**src/rtl/mm_sequencer.sv**
```systemverilog
`default_nettype none
// ============================================================================
// Module   : mm_sequencer
// Purpose  : Run controller for one systolic C = A x B pass. Handshakes with
//            the host (start/busy/done), gates the array's feed counters,
//            counts tile feeds, steers the per-row result streams into N1
//            output banks with computed write addresses, and raises sticky
//            protocol / drain-timeout error flags.
// Ports    : clk, rst                 - clock, synchronous active-high reset
//            start                    - host start (accepted only in IDLE)
//            busy, done               - RUN|DRAIN status, one-cycle done pulse
//            err[1:0]                 - bit0 bad/excess valid, bit1 timeout
//            enable_row_count_A       - feed-counter enable to the array
//            pixel_cntr_A             - feed position from the array
//            valid_D, D               - per-lane result stream from the array
//            wr_en_D, wr_addr_D,
//            wr_data_D                - per-bank write port, 1-cycle latency
// Revision : 1.0 - initial release
// ============================================================================
module mm_sequencer #(
    parameter int D_W_ACC   = 16,
    parameter int N1        = 4,
    parameter int N2        = 4,
    parameter int M         = 8,
    parameter int DRAIN_MAX = 256
) (
    input  logic                                       clk,
    input  logic                                       rst,
    input  logic                                       start,
    output logic                                       busy,
    output logic                                       done,
    output logic [1:0]                                 err,
    output logic                                       enable_row_count_A,
    input  logic [$clog2(M)-1:0]                       pixel_cntr_A,
    input  logic [N1-1:0]                              valid_D,
    input  logic [N1-1:0][D_W_ACC-1:0]                 D,
    output logic [N1-1:0]                              wr_en_D,
    output logic [N1-1:0][$clog2(M*M/N1)-1:0]          wr_addr_D,
    output logic [N1-1:0][D_W_ACC-1:0]                 wr_data_D
);

    localparam int c_T   = (M * M) / (N1 * N2);   // tiles per pass
    localparam int c_R   = M * M;                 // total results
    localparam int c_TPR = M / N2;                // tiles per tile-row
    localparam int c_PW  = $clog2(M);
    localparam int c_AW  = $clog2(M * M / N1);
    localparam int c_KW  = (N2 > 1) ? $clog2(N2) : 1;
    localparam int c_TW  = $clog2(c_T + 1);
    localparam int c_RW  = $clog2(c_R + 1);
    localparam int c_DW  = (DRAIN_MAX > 1) ? $clog2(DRAIN_MAX) : 1;

    typedef enum logic [1:0] {
        S_IDLE  = 2'd0,
        S_RUN   = 2'd1,
        S_DRAIN = 2'd2,
        S_DONE  = 2'd3
    } state_t;

    state_t                         r_state;
    state_t                         w_state_nxt;

    logic [c_TW-1:0]                r_feed_cnt;
    logic [c_RW-1:0]                r_res_cnt;
    logic [c_DW-1:0]                r_drain_cnt;
    logic [1:0]                     r_err;
    logic [c_KW-1:0]                r_beat [N1];
    logic [c_TW-1:0]                r_tile [N1];
    logic [N1-1:0]                  r_wr_en;
    logic [N1-1:0][c_AW-1:0]        r_wr_addr;
    logic [N1-1:0][D_W_ACC-1:0]     r_wr_data;

    logic                           w_active;
    logic                           w_start_acc;
    logic                           w_feed;
    logic                           w_timeout;
    logic [N1-1:0]                  w_acc;
    logic [N1-1:0]                  w_bad;
    logic [c_RW-1:0]                w_res_nxt;
    logic [c_AW-1:0]                w_addr [N1];

    assign w_active    = (r_state == S_RUN) || (r_state == S_DRAIN);
    assign w_start_acc = (r_state == S_IDLE) && start;
    assign w_feed      = (r_state == S_RUN) && (pixel_cntr_A == c_PW'(M - 1));

    // Lane acceptance, result accounting and bank address generation.
    always_comb begin
        w_acc     = '0;
        w_bad     = '0;
        w_res_nxt = r_res_cnt;
        for (int i = 0; i < N1; i++) begin
            w_acc[i]  = valid_D[i] && w_active && (r_tile[i] < c_TW'(c_T));
            w_bad[i]  = valid_D[i] && !w_acc[i];
            w_res_nxt = w_res_nxt + c_RW'(w_acc[i]);
            // First beat of a tile is its right-most column.
            w_addr[i] = c_AW'((int'(r_tile[i]) / c_TPR) * M
                            + (int'(r_tile[i]) % c_TPR) * N2
                            + (N2 - 1 - int'(r_beat[i])));
        end
    end

    // Next-state logic. Completion uses the count including this cycle's beats.
    always_comb begin
        w_state_nxt = r_state;
        w_timeout   = 1'b0;
        case (r_state)
            S_IDLE: begin
                if (start) begin
                    w_state_nxt = S_RUN;
                end
            end
            S_RUN: begin
                if (w_feed && (r_feed_cnt == c_TW'(c_T - 1))) begin
                    w_state_nxt = S_DRAIN;
                end
            end
            S_DRAIN: begin
                if (w_res_nxt >= c_RW'(c_R)) begin
                    w_state_nxt = S_DONE;
                end else if (r_drain_cnt == c_DW'(DRAIN_MAX - 1)) begin
                    w_state_nxt = S_DONE;
                    w_timeout   = 1'b1;
                end
            end
            S_DONE: begin
                w_state_nxt = S_IDLE;
            end
            default: begin
                w_state_nxt = S_IDLE;
            end
        endcase
    end

    always_ff @(posedge clk) begin
        if (rst) begin
            r_state <= S_IDLE;
        end else begin
            r_state <= w_state_nxt;
        end
    end

    // Counters, error flags and the registered bank write port.
    always_ff @(posedge clk) begin
        if (rst) begin
            r_feed_cnt  <= '0;
            r_res_cnt   <= '0;
            r_drain_cnt <= '0;
            r_err       <= '0;
            r_wr_en     <= '0;
            r_wr_addr   <= '0;
            r_wr_data   <= '0;
            for (int i = 0; i < N1; i++) begin
                r_beat[i] <= '0;
                r_tile[i] <= '0;
            end
        end else begin
            r_err <= (w_start_acc ? 2'b00 : r_err) | {w_timeout, |w_bad};

            if (w_start_acc) begin
                r_feed_cnt <= '0;
                r_res_cnt  <= '0;
            end else begin
                if (w_feed) begin
                    r_feed_cnt <= r_feed_cnt + 1'b1;
                end
                r_res_cnt <= w_res_nxt;
            end

            if (r_state == S_DRAIN) begin
                r_drain_cnt <= r_drain_cnt + 1'b1;
            end else begin
                r_drain_cnt <= '0;
            end

            r_wr_en <= w_acc;
            for (int i = 0; i < N1; i++) begin
                if (w_start_acc) begin
                    r_beat[i] <= '0;
                    r_tile[i] <= '0;
                end else if (w_acc[i]) begin
                    r_wr_addr[i] <= w_addr[i];
                    r_wr_data[i] <= D[i];
                    if (r_beat[i] == c_KW'(N2 - 1)) begin
                        r_beat[i] <= '0;
                        r_tile[i] <= r_tile[i] + 1'b1;
                    end else begin
                        r_beat[i] <= r_beat[i] + 1'b1;
                    end
                end
            end
        end
    end

    assign busy               = w_active;
    assign done               = (r_state == S_DONE);
    assign enable_row_count_A = (r_state == S_RUN);
    assign err                = r_err;
    assign wr_en_D            = r_wr_en;
    assign wr_addr_D          = r_wr_addr;
    assign wr_data_D          = r_wr_data;

endmodule
`default_nettype wire

```
**config.mk**
```make
export PLATFORM = sky130hd
export DESIGN_NAME = mm_sequencer
export DESIGN_NICKNAME = d
export VERILOG_FILES = /design/src/rtl/mm_sequencer.sv
export SDC_FILE = /design/constraint.sdc
export NUM_CORES = 1
export LEC_CHECK = 0
export ABC_CLOCK_PERIOD_IN_PS = 4400
export BUFFER_PORTS_ARGS = -buffer_cell sky130_fd_sc_hd__buf_2
export CAP_MARGIN = 20
export CORE_MARGIN = 2
export CORE_UTILIZATION = 35
export CTS_CLUSTER_DIAMETER = 80
export DETAILED_ROUTE_END_ITERATION = 12
export GPL_TIMING_DRIVEN = 0
export PLACE_DENSITY = 0.68
export SETUP_SLACK_MARGIN = 0.05
export SLEW_MARGIN = 25
export SYNTH_ARGS = -nofsm -noshare
export SYNTH_HDL_FRONTEND = slang
export SYNTH_SLANG_ARGS = --single-unit
```
**constraint.sdc**
```tcl
create_clock -name clk -period 4.4 [get_ports clk]
set_input_delay 0.44 -clock clk [delete_from_list [all_inputs] [get_ports clk]]
set_output_delay 0.44 -clock clk [all_outputs]
set_load 0.02 [all_outputs]
```
-- Word-level counts from Yosys, hierarchy flattened
Memories as Yosys holds them, arrays and structs flattened.
Cells that the tools add are included.
- add/sub/neg operators: 26
- magnitude comparators: 5
- equal/unequal tests: 13
- multiplexer cells: 74
- bitwise gates (word level): 23
- reductions and logical operators: 29
- operator list (operator ; count):
    $mux W1 ; 48
    $mux W2 ; 17
    $add A4 B3 Y4 ; 8
    $add A7 B1 Y7 ; 4
    $mux W3 ; 8
    $or A1 B1 Y1 ; 20
    $add A3 B1 Y3 const B ; 5
    $logic_and A1 B1 Y1 ; 15
    $eq A2 B2 Y1 const B ; 6
    $lt A3 B3 Y1 const B ; 4
    $sub A2 B2 Y3 const A ; 4
    $add A2 B1 Y2 const B ; 4
    $add A8 B1 Y8 const B ; 1
    $eq A8 B8 Y1 const B ; 1
    $pmux W2 S4 ; 1
    $reduce_and A2 Y1 ; 4
    $ge A7 B7 Y1 const B ; 1
    $logic_not A1 Y1 ; 4
    $reduce_or A2 Y1 ; 2
    $reduce_or A4 Y1 ; 1
    $eq A3 B2 Y1 const B ; 1
    $eq A3 B3 Y1 const B ; 1
    $ne A3 B3 Y1 const B ; 1
    $reduce_and A3 Y1 ; 1
    other kinds (7) ; 8
- flip-flop bits (word level): 106
- RAM bits: 20
- output and inout bits: 89
- memories kept: 2
- memories (memory ; words ; bits a word ; rd ports ; clocked after Yosys merged registers in ; wr ports ; line ; source):
    r_tile ; 4 ; 3 ; 4 ; 0 ; 4 ; 67 ; logic [c_TW-1:0] r_tile [N1];
    r_beat ; 4 ; 2 ; 4 ; 0 ; 4 ; 66 ; logic [c_KW-1:0] r_beat [N1];

-- Longest topological paths before layout
Gate-level depths: netlist of the first run.
- depth in word-level cells: 12
- gate-level depth with buffers: 12
- depth with buffers taken out: 12

-- Worst setup path after synthesis of the first run
No wires, ideal clock.
- path type: reg-to-reg
- from: register r_state[0]
- to: register r_state[0]
- setup time: 0.086 ns
- arrival time: 3.224 ns
- slack: 1.089 ns
- cell stages (with the launch flop): 13
- path buffers: 0
- cell sequence: dfxtp_1 > inv_1 > ha_1 > nand3b_2 > fa_1 > inv_1 > fa_1 > fa_1 > nand3_1 > nor2_2 > xor2_2 > o21ai_1 > a221oi_2
- cells in the longest elaborated chain, start to end: 11
- elaborated cells between the ends (all ways): 26
- classes of those cells: add/sub: 4; order compare: 1; eq/ne: 6; mux: 2; reduce/logical: 13
- ends and longest elaborated chain (item ; line ; source):
    from (decl) ; 59 ; state_t r_state;
    from (signal assigned) ; 137 ; r_state <= w_state_nxt;
    $eq A2 B1 Y1 / $eq A2 B2 Y1 (equally long branches) ; 81 ; assign w_active = (r_state == S_RUN) || (r_state == S_DRAIN);
    $logic_or A1 B1 Y1 (*) ; 81 ;
    via busy ; 30 ; output logic busy,
    $logic_and A1 B1 Y1 (2 in series) ; 91 ; w_acc[i] = valid_D[i] && w_active && (r_tile[i] < c_TW'(c_T));
    $add A7 B1 Y7 (3 in series) ; 93 ; w_res_nxt = w_res_nxt + c_RW'(w_acc[i]);
    $add A7 B1 Y7 (*) ; 93 ;
    $ge A7 B7 Y1 (*) ; 117 ; if (w_res_nxt >= c_RW'(c_R)) begin
    $mux W2 / $ne A3 B3 Y1 (equally long branches) ; n/a ;
    $pmux W2 S4 / $reduce_and A3 Y1 (equally long branches) ; n/a ;
The timed path passes the listed nets; every way through them passes the cells marked *.
A chain may end at the register's enable or synchronous reset.

-- Final worst setup path of the first run
- from: register r_state[0]
- to: register r_state[0]
- cells in the longest elaborated chain, start to end: 11
- elaborated cells between the ends (all ways): 26
- classes of those cells: add/sub: 4; order compare: 1; eq/ne: 6; mux: 2; reduce/logical: 13
- ends and longest elaborated chain (item ; line):
    $eq A2 B1 Y1 / $eq A2 B2 Y1 (equally long branches) ; 81, 83, 105
    $logic_or A1 B1 Y1 ; 81
    $logic_and A1 B1 Y1 (2 in series) ; 91
    $add A7 B1 Y7 (4 in series) ; 93
    $ge A7 B7 Y1 ; 117
    $mux W2 / $ne A3 B3 Y1 (equally long branches) ; n/a
    $pmux W2 S4 / $reduce_and A3 Y1 (equally long branches) ; n/a
Parallel ways exist; a longest one is shown, timed or not.

==> key figures, run 1 <==
Final layout
  – Final core occ: 0.473
  – # diodes: 0
  – Layout cells sized above 1: 0.301
  – Area delta synth->final: 32.0%
  – Fillers: 1374
  – Post-Layout Inst Area: between 6000 and 7000 um2
  – Fin nets: around 820
  – Non-filler cells, final: 920

Floorplanning
  – Die area: between 15000 and 20000 um2
  – Cell Rows: 43
  – Die Wd: between 100 and 150 um
  – CORE AREA: around 14000 um2
  – IO Count: around 160
  – Die height: approximately 120 um
  – Initial core utilization: 0.359

Power and ir drop
  – PD cells: about 590 nW/um2
  – Pwr Total: 3.90 mW
  – Sw Pwr: 1.29 mW
  – Comb pwr share: 0.283
  – Clock share of power: 0.337
  – Sw frac: 0.332
  – Sequential Power Share: 0.380
  – Leak pwr: 2.88 nW
  – Pint: 2.61 mW
  – Peak supply drop: 0.000267 V

Worst setup path
  – Reg2Reg Depth: 12
  – CP Depth: 12
  – Data required time of the worst path: about 4700 ps
  – Reg2Reg Setup Slack: 820 ps
  – Crit path launch type: register
  – CP bufs+invs: 2
  – Critical Path Sink: r_state[0]
  – Critical path's most frequent cell: fa_1
  – Critical path origin: r_state[0]
  – Setup Crit Path Kind: register to register
  – Terminus of the critical flop-to-flop path: r_state[0]
  – Worst reg2reg path startpoint: r_state[0]
  – CP max FO: 8
  – Worst Path Arrival: around 4000 ps
  – Crit-path slowest cell: fa_1
  – Critical path, cell by cell: inv_1, ha_1, nand3b_2, fa_1, inv_1, fa_1, fa_1, nand3_1, nor2_2, xor2_2, o21ai_1, a221oi_2
  – Max stage delay on crit path: 550 ps
  – Crit end category: register
  – Delay-heaviest family, CP: adder cells

Yosys
  – Seq/Total Area, Yosys: 0.547
  – Mapped Cells: 549
  – Ys flop type: dfxtp_1
  – Syn_area_per_cell: 9.07 um2
  – Synth Warn #: 0
  – Unique cell type count in the Yosys netlist: 44
  – Top cells by area, synth: dfxtp_1 43%, edfxtp_1 12%, nand2_1 12%
  – Most frequent cell after synthesis: nand2_1
  – Cell taking the most area after synthesis: dfxtp_1
  – Share of the synthesized area in the top cell type: 0.426
  – Syn_nets: 643
  – FF+latch count, synth: 126
  – Number of synthesized flops with an enable pin: 20
  – Post-synth top cells: 159 x nand2_1, 106 x dfxtp_1, 73 x a21oi_1
  – Asr flop ratio synth: 0
  – Post-Syn Area: ~5000 um2

Detailed routing
  – Wire per inst: between 10 and 15 um
  – DR iter-0 viols: 159
  – DR vias: roughly 4.2k
  – DRT antenna net count: 0
  – Drt total wl: 11700 um
  – Pre-antenna DRT Iters: 4
  – DRC: 0
  – Via density per instance: roughly 4.6

Timing
  – Final hold slack: between 200 and 300 ps
  – Worst Skew: between 8 and 9 ps
  – Normalized max-slew margin: 0.509
  – Max-slew violation count: 0
  – RSZ-0062 raised after global routing: no
  – Period utilisation layout: 0.814
  – Slew @ Worst Pin: around 740 ps
  – Final Hold Viols: 0
  – Crit path time final: 3580 ps
  – # setup viols final: 0
  – Fmax: around 280 MHz
  – Final Worst Setup Slack: between 800 and 900 ps
  – Setup TNS Final: 0 ps

Clock network
  – Clock root buffer: clkbuf_16
  – # H-tree levels: 4
  – Clk_lat worst skew: ~400 ps
  – CTS Sinks: around 130
  – Cts hold-fix bufs: 0
  – Worst-path clk slew: approximately 60 ps
  – Cts bufs inserted: 17
  – Setup Buffers After CTS: 0
  – Resized cells post-CTS: 0
  – CTS Buffer Depth: 2
  – CTS tree: built

Place
  – DP Wirelength: between 8000 and 9000 um
  – Global placement routability congestion: 0.745
  – Port Buffer Count: roughly 160
  – Placed cells: 890
  – Place WS: about 820 ps
  – Dpl cell area: 6010 um2

Worst hold path
  – Worst Hold Class: primary input to register

Global routing
  – Initial antenna violation count: 0
  – First-pass GRT wire length: ~18000 um
  – GRT Overall Usage: 0.156
  – Total grt overflow: 0
  – Vias in the first global route: between 3k and 4k
  – Largest net degree at the start of global routing: 17

Status
  – Outcome: complete, no violations

Run
  – Max Cap Viol: 0
routing by layer:
layer | track usage | wire, um | share of wire | vias to the layer above
met1 | 0.196 | 5410 | 0.46 | 1900
met4 | 0.0696 | 274 | 0.023 | 0
met3 | 0.0475 | 656 | 0.056 | 25
li1 | - | - | - | 2174
met5 | 0 | 0 | 0 | -
met2 | 0.245 | 5380 | 0.46 | 105
worst register-to-register path: stages (launching register included):
cell,delay [ps]
dfxtp_1,360
inv_1,110
ha_1,480
nand3b_2,240
fa_1,550
inv_1,60
fa_1,430
fa_1,420
nand3_1,150
nor2_2,70
xor2_2,250
o21ai_1,110
a221oi_2,270
cells by family after synthesis:
| kind of cell | share of synthesized area |
|---|---|
| DFF | 0.547 |
| muxes | 0.00201 |
| and+or+nand+nor | 0.219 |
| xor gates and xnor gates | 0.0261 |
| buffers and inverters | 0.0427 |
| adders and majority gates | 0.0548 |
| AOI/OAI and AO/OA | 0.108 |
state kept, by name, indices dropped and copies added, names as in the netlist:
name,count
wr_addr_D,16
r_beat,8
r_feed_cnt,3
wr_en_D,4
wr_data_D,64
r_tile,12
err,2
r_state,2
r_res_cnt,7
r_drain_cnt,8
layout make-up:
| type | count | area [um2] | share of cell area |
|---|---|---|---|
| tap | 180 | 225 | 0.0343 |
| sequential | 126 | 2720 | 0.414 |
| clock buffer | 24 | 503 | 0.0766 |
| multi-input combinational | 382 | 2040 | 0.311 |
| inverter | 14 | 52.6 | 0.00800 |
| buffer | 27 | 160 | 0.0244 |
| timing repair buffer | 161 | 806 | 0.123 |
| clock inverter | 6 | 57.6 | 0.00876 |
placed cells by master, fill, tap and decap left out, types with 3 or more instances in the layout:
master | synthesis | final
clkinv_2 | 0 | 4
nand2b_1 | 6 | 6
a21oi_2 | 3 | 3
dfxtp_1 | 106 | 106
clkbuf_1 | 11 | 14
and2_1 | 4 | 4
nor2_1 | 41 | 41
nor2_2 | 3 | 3
clkbuf_16 | 0 | 18
inv_1 | 12 | 12
a211oi_1 | 8 | 8
edfxtp_1 | 20 | 20
o21ai_0 | 4 | 4
buf_4 | 3 | 3
and3_1 | 5 | 5
a21oi_1 | 73 | 73
buf_6 | 5 | 5
nor3_1 | 3 | 3
nand2_1 | 159 | 159
buf_2 | 8 | 169
nand4_1 | 4 | 4
clkbuf_8 | 0 | 3
ha_1 | 17 | 17
xnor2_1 | 6 | 6
xor2_1 | 7 | 7
nand3_1 | 8 | 8
fa_1 | 3 | 3
nor2b_1 | 3 | 3
nor4_1 | 3 | 3
worst min path at each step:
stage | cells after the start | from | to
3_5_place_dp | 2 | err[1] | err[1]
4_1_cts | 3 | D[49] | wr_data_D[49]
3_3_place_gp | 2 | wr_data_D[15] | wr_data_D[15]
2_1_floorplan | 1 | r_drain_cnt[0] | r_drain_cnt[0]
6_report | 3 | D[7] | wr_data_D[7]
5_1_grt | 3 | D[49] | wr_data_D[49]
power groups by stage:
stage	Sequential, mW	Clock, mW	Combinational [mW]
2_1_floorplan	1.65	0	0.614
3_3_place_gp	1.50	0	1.10
3_5_place_dp	1.51	0	1.11
4_1_cts	1.48	1.35	1.12
5_1_grt	1.51	1.41	1.23
6_report	1.48	1.32	1.10
Note: power is estimated with default switching activity, not from simulation.
==> inputs of run 2 (changes only) <==
Settings changed: ABC_CLOCK_PERIOD_IN_PS 4400 to 3600.
Clock period 4.4 ns to 3.6 ns, I/O delays scaled along.
==> run 2 against run 1 <==
Highest routed layer unchanged; critical path type unchanged; sequential cell count is the same; core utilization grew 0.29 points; cell count grew 0.11%; clock power grew 22%; wire length is essentially flat.
==> key figures, run 2 (synthesized netlist as in run 1, its figures left out) <==
Status
  – Outcome: complete, no violations

Final layout
  – Layout cells sized above 1: 0.309 (+0.00769)
  – Area delta synth->final: 32.8%
  – Max reg flops: 64 (unchanged)
  – Leading cell type in the layout, fill and taps excluded: buf_2
  – # diodes: 0 (unchanged)
  – Most frequent cells in the layout: 169 x buf_2, 159 x nand2_1, 104 x dfxtp_1
  – Fin nets: 824 (+0.12%)

Timing
  – RSZ-0062 raised after global routing: no
  – Fmax: 299 MHz (+7.3%)
  – Crit path time final: 3340 ps (-243 ps)
  – Final hold slack: 183 ps (-79.5 ps)
  – Worst Skew: 8.51 ps (-0.00130 ps)
  – Final Worst Setup Slack: 261 ps (-557 ps)
  – Period utilisation layout: 0.928 (+0.113)
  – Final Hold Viols: 0 (unchanged)
  – Max-slew violation count: 0 (unchanged)
  – Slew @ Worst Pin: 715 ps (-21.5 ps)
  – # setup viols final: 0 (unchanged)
  – Normalized max-slew margin: 0.523 (+0.0143)
  – Setup TNS Final: 0 ps (unchanged)

Worst setup path
  – CP max FO: 8 (unchanged)
  – Data required time of the worst path: 3910 ps (-810 ps)
  – Worst Path Arrival: 3650 ps (-250 ps)
  – Crit end category: register
  – Crit path launch type: register
  – Setup Crit Path Kind: register to register

Worst hold path
  – Worst Hold Class: primary input to register

Floorplanning
  – Cell Rows: 43 (unchanged)
  – Initial core utilization: 0.359 (unchanged)
  – Die area: 15200 um2 (unchanged)
  – Die height: 123 um (unchanged)
  – CORE AREA: 13900 um2 (unchanged)
  – IO Count: 163 (unchanged)
  – Die Wd: 123 um (unchanged)

Global routing
  – First-pass GRT wire length: 18100 um (+0.38%)
  – GRT Overall Usage: 0.156 (+0.000587)
  – Vias in the first global route: 3734 (+0.54%)
  – Largest net degree at the start of global routing: 17 (unchanged)
  – Initial antenna violation count: 0 (unchanged)
  – Total grt overflow: 0 (unchanged)

Place
  – DP Wirelength: 8550 um (unchanged)
  – Port Buffer Count: 161 (unchanged)
  – Place WS: 16.5 ps (-800 ps)
  – Global placement routability congestion: 0.745 (unchanged)

Power and ir drop
  – Peak supply drop: 0.000331 V (+24%)
  – Leak pwr: 2.91 nW (+1.1%)
  – PD cells: 731 nW/um2 (+23%)

Clock network
  – Cts hold-fix bufs: 0 (unchanged)
  – CTS tree: built
  – Clk_lat worst skew: 410 ps (about the same)
  – # H-tree levels: 4 (unchanged)
  – Cts bufs inserted: 17 (unchanged)
  – Worst-path clk slew: 60 ps (about the same)
  – Clock root buffer: clkbuf_16
  – CTS Sinks: 126 (unchanged)
  – CTS Buffer Depth: 2 (unchanged)

Detailed routing
  – DR iter-0 viols: 149 (-6.3%)
  – Drt total wl: 11700 um (about the same)
  – Via density per instance: 4.57 (about the same)
  – DRC: 0 (unchanged)
  – DR vias: 4206 (+0.048%)
  – DRT antenna net count: 0 (unchanged)
  – Wire per inst: 12.7 um (about the same)
  – Pre-antenna DRT Iters: 4 (unchanged)

Run
  – Max Cap Viol: 0 (unchanged)
run 2: changes by cell type in the layout (fill, tap and decap cells not counted), moves of 2 or more:
| cell | delta |
|---|---|
| inv_2 | +2 |
| dfxtp_2 | +2 |
| nand3b_2 | -2 |
| inv_1 | -2 |
| dfxtp_1 | -2 |
| nand3b_4 | +2 |
run 2: worst max-delay path: stages (launching register included):
cell	delay (ps)
dfxtp_2	350
inv_2	70
ha_4	340
nand3b_4	150
fa_1	520
inv_1	60
fa_1	430
fa_1	420
nand3_1	150
nor2_2	70
xor2_2	270
o21ai_1	130
a221oi_2	290
run 2: area by class of cell:
class | count | area, um2
Clock inverter | 6 | 57.6
Fill cell | 1368 | 7270
Buffer | 27 | 160
Tap cell | 180 | 225
Inverter | 14 | 52.6
Timing Repair Buffer | 162 | 813
Multi-Input combinational cell | 382 | 2070
Sequential cell | 126 | 2730
Clock buffer | 24 | 503
run 2: worst paths after layout:
kind / startpoint / slack [ps] / cells after the start / endpoint
worst min-delay path: D[7] / 180 / 3 / wr_data_D[7]
worst min register to register: wr_data_D[13] / 450 / 2 / wr_data_D[13]
worst max register to register: r_state[0] / 260 / 12 / r_state[0]
worst max-delay path: r_state[0] / 260 / 12 / r_state[0]
run 2: stage by stage:
step | instance area (um2) | cells | power [mW] | util
after floorplan | 4980 | 549 | 2.77 | -
after global placement | 6010 | 890 | 3.18 | 0.433
after detailed placement | 6010 | 890 | 3.20 | 0.433
after CTS | 6570 | 920 | 4.84 | 0.473
after global routing | 6610 | 921 | 5.13 | 0.476
final | 6610 | 921 | 4.83 | 0.476
run 2: power breakdown:
group / total [mW] / switching [mW] / internal (mW) / leakage [nW]
Clock: 1.61 / 0.575 / 1.03 / 0.277
Combinational: 1.41 / 0.898 / 0.507 / 1.56
Sequential: 1.82 / 0.128 / 1.69 / 1.08
run 2: routing by layer:
layer | wire [um] | up-vias | global-route usage
li1 | - | 2178 | -
met1 | 5400 | 1899 | 0.196
met2 | 5430 | 106 | 0.247
met3 | 650 | 23 | 0.0475
met4 | 251 | 0 | 0.0696
met5 | 0 | - | 0
run 2: what timing repair did:
action | CTS | global route
endpoints found under the setup margin | 1 | 3
resized for setup | 1 | 7
pin swaps | 0 | 2
cloned | 0 | 0
setup buffers | 0 | 1
